### config.mk
export PLATFORM = sky130hd
export DESIGN_NAME = bank_access_ctrl
export DESIGN_NICKNAME = d
export VERILOG_FILES = /design/src/rtl/bank_access_ctrl.sv
export SDC_FILE = /design/constraint.sdc
export NUM_CORES = 1
export LEC_CHECK = 0
export BUFFER_PORTS_ARGS = -buffer_cell sky130_fd_sc_hd__clkbuf_2
export CAP_MARGIN = 20
export CELL_PAD_IN_SITES_DETAIL_PLACEMENT = 1
export CELL_PAD_IN_SITES_GLOBAL_PLACEMENT = 2
export CORE_MARGIN = 4
export CORE_UTILIZATION = 25
export CTS_BUF_LIST = sky130_fd_sc_hd__clkbuf_8
export CTS_CLUSTER_SIZE = 14
export DETAILED_ROUTE_END_ITERATION = 12
export GPL_ROUTABILITY_DRIVEN = 0
export PLACE_DENSITY_LB_ADDON = 0.25
export REMOVE_ABC_BUFFERS = 1
export SLEW_MARGIN = 0
export SYNTH_ARGS = -nofsm -noshare
export SYNTH_HDL_FRONTEND = slang
export SYNTH_SLANG_ARGS = --single-unit
### constraint.sdc
create_clock -name i_clk -period 2.3 [get_ports i_clk]
set_clock_uncertainty 0.2 [all_clocks]
set_input_delay 0.575 -clock i_clk [delete_from_list [all_inputs] [get_ports i_clk]]
set_output_delay 0.575 -clock i_clk [all_outputs]
set_load 0.01 [all_outputs]
### src/rtl/bank_access_ctrl.sv
// Single-port sequencer for four Hamming-coded memory banks.
// Accepts one read or write at a time and drives a one-cycle bank strobe.
// Reads wait READ_LATENCY cycles, capture the selected bank word and return it
// on a valid/ready response channel.
module bank_access_ctrl #(
    parameter int DATA_WIDTH   = 8,
    parameter int ADDR_WIDTH   = 6,
    parameter int READ_LATENCY = 2,
    localparam int PARITY_BITS  = $clog2(DATA_WIDTH) + 1,
    localparam int ENCODED_WORD = DATA_WIDTH + PARITY_BITS,
    localparam int W            = ENCODED_WORD + 1
) (
    input  logic                  i_clk,
    input  logic                  i_rst,
    input  logic                  i_req_valid,
    output logic                  o_req_ready,
    input  logic                  i_req_we,
    input  logic [ADDR_WIDTH-1:0] i_req_addr,
    input  logic [W-1:0]          i_req_wdata,
    output logic [1:0]            o_bank_sel,
    output logic [3:0]            o_bank_en,
    output logic                  o_bank_we,
    output logic [ADDR_WIDTH-3:0] o_bank_addr,
    output logic [W-1:0]          o_bank_wdata,
    input  logic [W-1:0]          i_rdata0,
    input  logic [W-1:0]          i_rdata1,
    input  logic [W-1:0]          i_rdata2,
    input  logic [W-1:0]          i_rdata3,
    output logic                  o_rsp_valid,
    input  logic                  i_rsp_ready,
    output logic [W-1:0]          o_rsp_rdata,
    output logic [1:0]            o_rsp_bank,
    output logic                  o_busy
);

    typedef enum logic [2:0] {
        S_IDLE,
        S_WR,
        S_RD,
        S_WAIT,
        S_RESP
    } state_t;

    localparam logic [3:0] CNT_LOAD = 4'(READ_LATENCY - 1);

    state_t                state_q, state_d;
    logic [1:0]            sel_q, sel_d;
    logic [ADDR_WIDTH-3:0] addr_q, addr_d;
    logic [W-1:0]          wdata_q, wdata_d;
    logic [3:0]            cnt_q, cnt_d;
    logic                  rsp_valid_q, rsp_valid_d;
    logic [W-1:0]          rsp_rdata_q, rsp_rdata_d;
    logic [1:0]            rsp_bank_q, rsp_bank_d;
    logic [W-1:0]          rdata_sel;

    // Pick the read word of the bank chosen at request acceptance.
    always_comb begin
        rdata_sel = i_rdata0;
        case (sel_q)
            2'd0:    rdata_sel = i_rdata0;
            2'd1:    rdata_sel = i_rdata1;
            2'd2:    rdata_sel = i_rdata2;
            default: rdata_sel = i_rdata3;
        endcase
    end

    // State register and datapath registers; reset wins over every transition.
    always_ff @(posedge i_clk) begin
        if (i_rst) begin
            state_q     <= S_IDLE;
            sel_q       <= '0;
            addr_q      <= '0;
            wdata_q     <= '0;
            cnt_q       <= '0;
            rsp_valid_q <= 1'b0;
            rsp_rdata_q <= '0;
            rsp_bank_q  <= '0;
        end else begin
            state_q     <= state_d;
            sel_q       <= sel_d;
            addr_q      <= addr_d;
            wdata_q     <= wdata_d;
            cnt_q       <= cnt_d;
            rsp_valid_q <= rsp_valid_d;
            rsp_rdata_q <= rsp_rdata_d;
            rsp_bank_q  <= rsp_bank_d;
        end
    end

    // Next-state logic; select/address/data change only on acceptance so the
    // downstream latching demultiplexers never see a glitch.
    always_comb begin
        state_d     = state_q;
        sel_d       = sel_q;
        addr_d      = addr_q;
        wdata_d     = wdata_q;
        cnt_d       = cnt_q;
        rsp_valid_d = rsp_valid_q;
        rsp_rdata_d = rsp_rdata_q;
        rsp_bank_d  = rsp_bank_q;
        case (state_q)
            S_IDLE: begin
                if (i_req_valid) begin
                    sel_d   = i_req_addr[ADDR_WIDTH-1:ADDR_WIDTH-2];
                    addr_d  = i_req_addr[ADDR_WIDTH-3:0];
                    wdata_d = i_req_wdata;
                    state_d = i_req_we ? S_WR : S_RD;
                end
            end
            S_WR: begin
                state_d = S_IDLE;
            end
            S_RD: begin
                cnt_d   = CNT_LOAD;
                state_d = S_WAIT;
            end
            S_WAIT: begin
                if (cnt_q == '0) begin
                    rsp_rdata_d = rdata_sel;
                    rsp_bank_d  = sel_q;
                    rsp_valid_d = 1'b1;
                    state_d     = S_RESP;
                end else begin
                    cnt_d = cnt_q - 4'd1;
                end
            end
            S_RESP: begin
                if (i_rsp_ready) begin
                    rsp_valid_d = 1'b0;
                    state_d     = S_IDLE;
                end
            end
            default: begin
                state_d = S_IDLE;
            end
        endcase
    end

    // One-hot bank strobe decoded from the access states only.
    always_comb begin
        o_bank_en = '0;
        if (state_q == S_WR || state_q == S_RD) begin
            o_bank_en = 4'b0001 << sel_q;
        end
    end

    assign o_req_ready  = (state_q == S_IDLE) && !i_rst;
    assign o_bank_we    = (state_q == S_WR);
    assign o_busy       = (state_q != S_IDLE);
    assign o_bank_sel   = sel_q;
    assign o_bank_addr  = addr_q;
    assign o_bank_wdata = wdata_q;
    assign o_rsp_valid  = rsp_valid_q;
    assign o_rsp_rdata  = rsp_rdata_q;
    assign o_rsp_bank   = rsp_bank_q;

endmodule

Word-level counts from Yosys, hierarchy flattened
Index checks and enable logic that the tools add are counted.
Operators by class
  $add $sub $neg: 1
  equality and inequality tests: 10
  shift-type cells: 1
  multiplexer cells: 12
  reductions and logical operators: 14
Operators by type and width (count)
  $pmux W13 S3: 1
  $pmux W3 S4: 1
  $mux W3: 3
  $mux W4: 2
  $ne A2 B2 Y1 const B: 4
  $pmux W4 S2: 1
  $eq A3 B2 Y1 const B: 2
  $reduce_and A2 Y1: 3
  $reduce_and A3 Y1: 2
  $logic_not A4 Y1: 1
  $reduce_bool A2 Y1: 2
  $shl A1 B2 Y4 const A: 1
  $sub A4 B1 Y4 const B: 1
  $eq A3 B1 Y1 const B: 1
  $eq A3 B3 Y1 const B: 1
  $logic_not A3 Y1: 1
  $reduce_bool A3 Y1: 1
  $eq A2 B1 Y1 const B: 1
  $eq A2 B2 Y1 const B: 1
  $logic_not A2 Y1: 1
  $mux W1: 2
  $mux W2: 1
  $pmux W1 S2: 1
  $logic_and A1 B1 Y1: 1
  other kinds (2): 2
Storage, ports and cells
  bits in registers: 42
  word-level logic and storage cells: 46

Depth between registers and ports, before layout
  depth after elaboration: 3
  mapped depth: 7
  depth with buffers taken out: 5

Worst setup path after synthesis
OpenSTA, ideal clock, no wires.
  path kind: register to output
  start point: register sel_q[1] (netlist: o_bank_sel[1])
  end point: output port o_bank_en[2]
  arrival time: 1386 ps
  setup slack: 139 ps
  cell stages (with the launch flop): 4
  buffers on the path: 2
  cells stage by stage: dfxtp_1 clkbuf_1 buf_2 nor4b_1
On the way
  longest elaborated chain between the ends: 2
Ends and longest elaborated chain
  start: declaration: RTL line 47  | logic [1:0] sel_q, sel_d;
  start signal: assignment: RTL line 80  | sel_q <= sel_d;
  $shl A1 B2 Y4: RTL line 143  | o_bank_en = 4'b0001 << sel_q;
  $mux W4: RTL line 142  | if (state_q == S_WR || state_q == S_RD) begin
  end: declaration: RTL line 21  | output logic [3:0] o_bank_en,
No other way between the ends.

Worst setup path in the final report
  start point: register state_q[1]
  end point: output port o_req_ready
On the way
  longest elaborated chain between the ends: 2
Ends and longest elaborated chain
  start: declaration: RTL line 46  | state_t state_q, state_d;
  start signal: assignment: RTL line 79  | state_q <= state_d;
  $logic_not A3 Y1: RTL line 147  | assign o_req_ready = (state_q == S_IDLE) && !i_rst;
  $logic_and A1 B1 Y1: RTL line 147
  end: declaration: RTL line 16  | output logic o_req_ready,
No other way between the ends.

==> metrics.md <==
| Metric | Value |
|---|---|
| Status | finished clean |
| Post-DP HPWL | 5080 µm |
| CP startpoint kind | flip-flop |
| Setup Fix Bufs, Post-CTS | 0 |
| Hold/Removal Path Class | flip-flop to flip-flop |
| Row cnt | 33 |
| Worst EP arrival | 1390 ps |
| TritonCTS Sinks | 42 |
| Total wire length | 6730 µm |
| Largest fanout on the critical path | 7 |
| MaxCap Viol Count | 0 |
| Fmax | 462 MHz |
| Diode count | 0 |
| Leak | 0.00126 µW |
| CP top delay family | simple AND/OR/NAND/NOR gates |
| Post_cts resized | 0 |
| Grt total ovfl | 0 |
| Peak VDD IR | 0.242 mV |
| DP Worst Slack | 413 ps |
| Antenna Violating Nets Remaining | 0 |
| Crit path buf inv count | 1 |
| Tcrit/Tclk final | 94.1% |
| Slowest CP cell | or3_2 |
| Initial antenna violation count | 0 |
| Crit path cell chain | or3_2, nor2_1, clkbuf_2 |
| Cell variety after synth | 35 |
| Crit. End Element | output port |
| Clk slew on worst S/H paths | 80 ps |
| Remaining DRCs | 0 |
| CTS Root Cell | clkbuf_8 |
| Setup_tns | 0 ps |
| Top cell type's share of synthesized area | 40.0% |
| Hold_buf cts | 0 |
| Bufs on Longest Clock Path | 2 |
| Slew Limit Fails | 0 |
| WL/cell | 15.1 µm |
| Unrepaired setup endpoints after global routing | false |
| Die Wd | 99.7 µm |
| PortBufs | 117 |
| Synthesized area per cell | 9.14 µm² |
| Htree depth | 2 |
| Cells after Synth | 230 |
| Largest net degree at the start of global routing | 42 |
| Layout net count | 417 |
| Min Tclk post-route | 2170 ps |
| Vias in the first global route | 2,162 |
| Main synth FF type | dfxtp_1 |
| CTS tree | built |
| Flops & latches, synth | 42 |
| Final Hold Vio Count | 0 |
| Cell Area, Synth | 2100 µm² |
| Synth area leaders | dfxtp_1 (40%), mux4_2 (14%), a21oi_1 (9.0%) |
| Worst-Skew Late Latency | 300 ps |
| Pwr dens | 581 nW/µm² |
| Filler cells | 1,028 |
| Syn-to-layout area delta | 35.2% |
| Worst relative slew slack | 66.2% |
| Synth warn | 0 |
| Sequential element share of the synthesized area | 40.0% |
| Worst path max stage delay | 490 ps |
| CP Data Required Time | 1520 ps |
| First-pass GRT wire length | 10,700 µm |
| Final setup vio count | 0 |
| Drt pass-1 iters | 4 |
| Die height | 99.7 µm |
| CTS Buf Count | 5 |
| Initial drt markers | 36 |
| Slack of the critical path | 135 ps |
| Worst-Margin Slew | 506 ps |
| Asr flop ratio synth | 0% |
| Layout cells sized above 1 | 46.3% |
| Via count | 2,118 |
| Vias per cell | 4.75 |
| Starting Density | 25.6% |
| Number of synthesized flops with an enable pin | 0 |
| Total global-route track usage | 13.4% |
| CORE AREA | 8220 µm² |
| Die area | 9940 µm² |
| Setup CP Type | flip-flop to output port |
| Top cell type by total area after synthesis | dfxtp_1 |
| I/O Pins | 118 |
[kinds of logic after synthesis]
logic type,count (synthesis),synth area share (%)
adder cells (fa/ha/maj),1,0.595
XOR/XNOR,1,0.417
buffers and inverters,29,8.04
AND/OR/NAND/NOR,79,20.4
flip-flops,42,40.0
multiplexers,14,14.4
AO/OA/AOI/OAI,64,16.1
[registers in the layout (all words and copies together) (netlist names)]
name / cells
cnt_q: 4
o_bank_addr: 4
o_bank_sel: 2
o_bank_wdata: 13
o_rsp_bank: 2
o_rsp_rdata: 13
o_rsp_valid: 1
state_q: 3
[cells in the final DEF, fill, tap and decap left out, types with 2 or more instances in the layout]
cell type,Yosys,routed
nand2_1,40,40
mux4_2,13,13
nor3b_1,3,2
clkbuf_8,0,6
inv_1,5,6
dfxtp_1,42,40
or3_1,2,2
buf_4,1,10
a211oi_1,3,3
a21boi_0,2,2
dfxtp_2,0,2
o21ai_0,18,18
nand3_1,15,15
a21oi_1,38,38
nor2_1,4,4
or3b_2,2,2
or4_1,2,2
nor4b_1,2,2
clkbuf_2,0,117
[tightest hold or removal path, delay by kind of cell (launching register included)]
| family | cells | cell delay (ps) |
|---|---|---|
| compound gates | 1 | 50 |
| simple gates | 1 | 50 |
| flops | 1 | 320 |
[layout make-up]
| type | count | area (µm²) | area share, % |
|---|---|---|---|
| Clock buffer | 6 | 82.6 | 2.90 |
| Clock inverter | 2 | 8.76 | 0.308 |
| Inverter | 5 | 18.8 | 0.660 |
| Multi-Input combinational cell | 159 | 1100 | 38.6 |
| Sequential cell | 42 | 843 | 29.7 |
| Tap cell | 105 | 131 | 4.62 |
| Timing Repair Buffer | 127 | 661 | 23.2 |
[stage by stage]
stage | total power, µW | hold WS [ps] | util (%) | area (µm²) | cells
floorplan | 991 | 269 | - | 1950 | 206
global placement | 1170 | 242 | 33.5 | 2750 | 438
detailed placement | 1180 | 249 | 33.5 | 2750 | 438
CTS | 1690 | 262 | 34.6 | 2840 | 446
global route | 1760 | 282 | 34.6 | 2840 | 446
finish | 1650 | 260 | 34.6 | 2840 | 446
[synth_stat cells (2+ instances only)]
master / number
o21ai_0: 18
buf_2: 6
nor2_1: 4
dfxtp_1: 42
clkbuf_1: 11
or3_1: 2
mux4_2: 13
a21boi_0: 2
a211oi_1: 3
buf_6: 5
nand3_1: 15
nor3b_1: 3
or4_1: 2
nor4b_1: 2
or3b_2: 2
inv_1: 5
nand2_1: 40
a21oi_1: 38
[report_power, final]
part | total, µW | internal, µW | switching [µW] | leakage, µW
Clock | 499 | 238 | 260 | 0.0000524
Combinational | 366 | 177 | 189 | 0.000864
Sequential | 786 | 762 | 23.9 | 0.000343
Total | 1650 | 1180 | 474 | 0.00126
[layer usage]
| metal | up-vias | track usage [%] | wire length [µm] |
|---|---|---|---|
| met4 | 0 | 3.47 | 63 |
| met3 | 7 | 5.40 | 629 |
| li1 | 1036 | - | - |
| met1 | 992 | 15.9 | 2860 |
| met2 | 83 | 22.5 | 3170 |
| met5 | - | 0 | 0 |
[worst paths after layout]
kind | from | end | depth (start not counted) | slack (ps)
hold reg to reg | o_bank_addr[1] | o_bank_addr[1] | 2 | 260
setup reg to reg | cnt_q[0] | o_rsp_rdata[0] | 5 | 430
hold / removal | o_bank_addr[1] | o_bank_addr[1] | 2 | 260
setup / recovery | state_q[1] | o_req_ready | 3 | 130
Note: power is estimated with default switching activity, not from simulation.
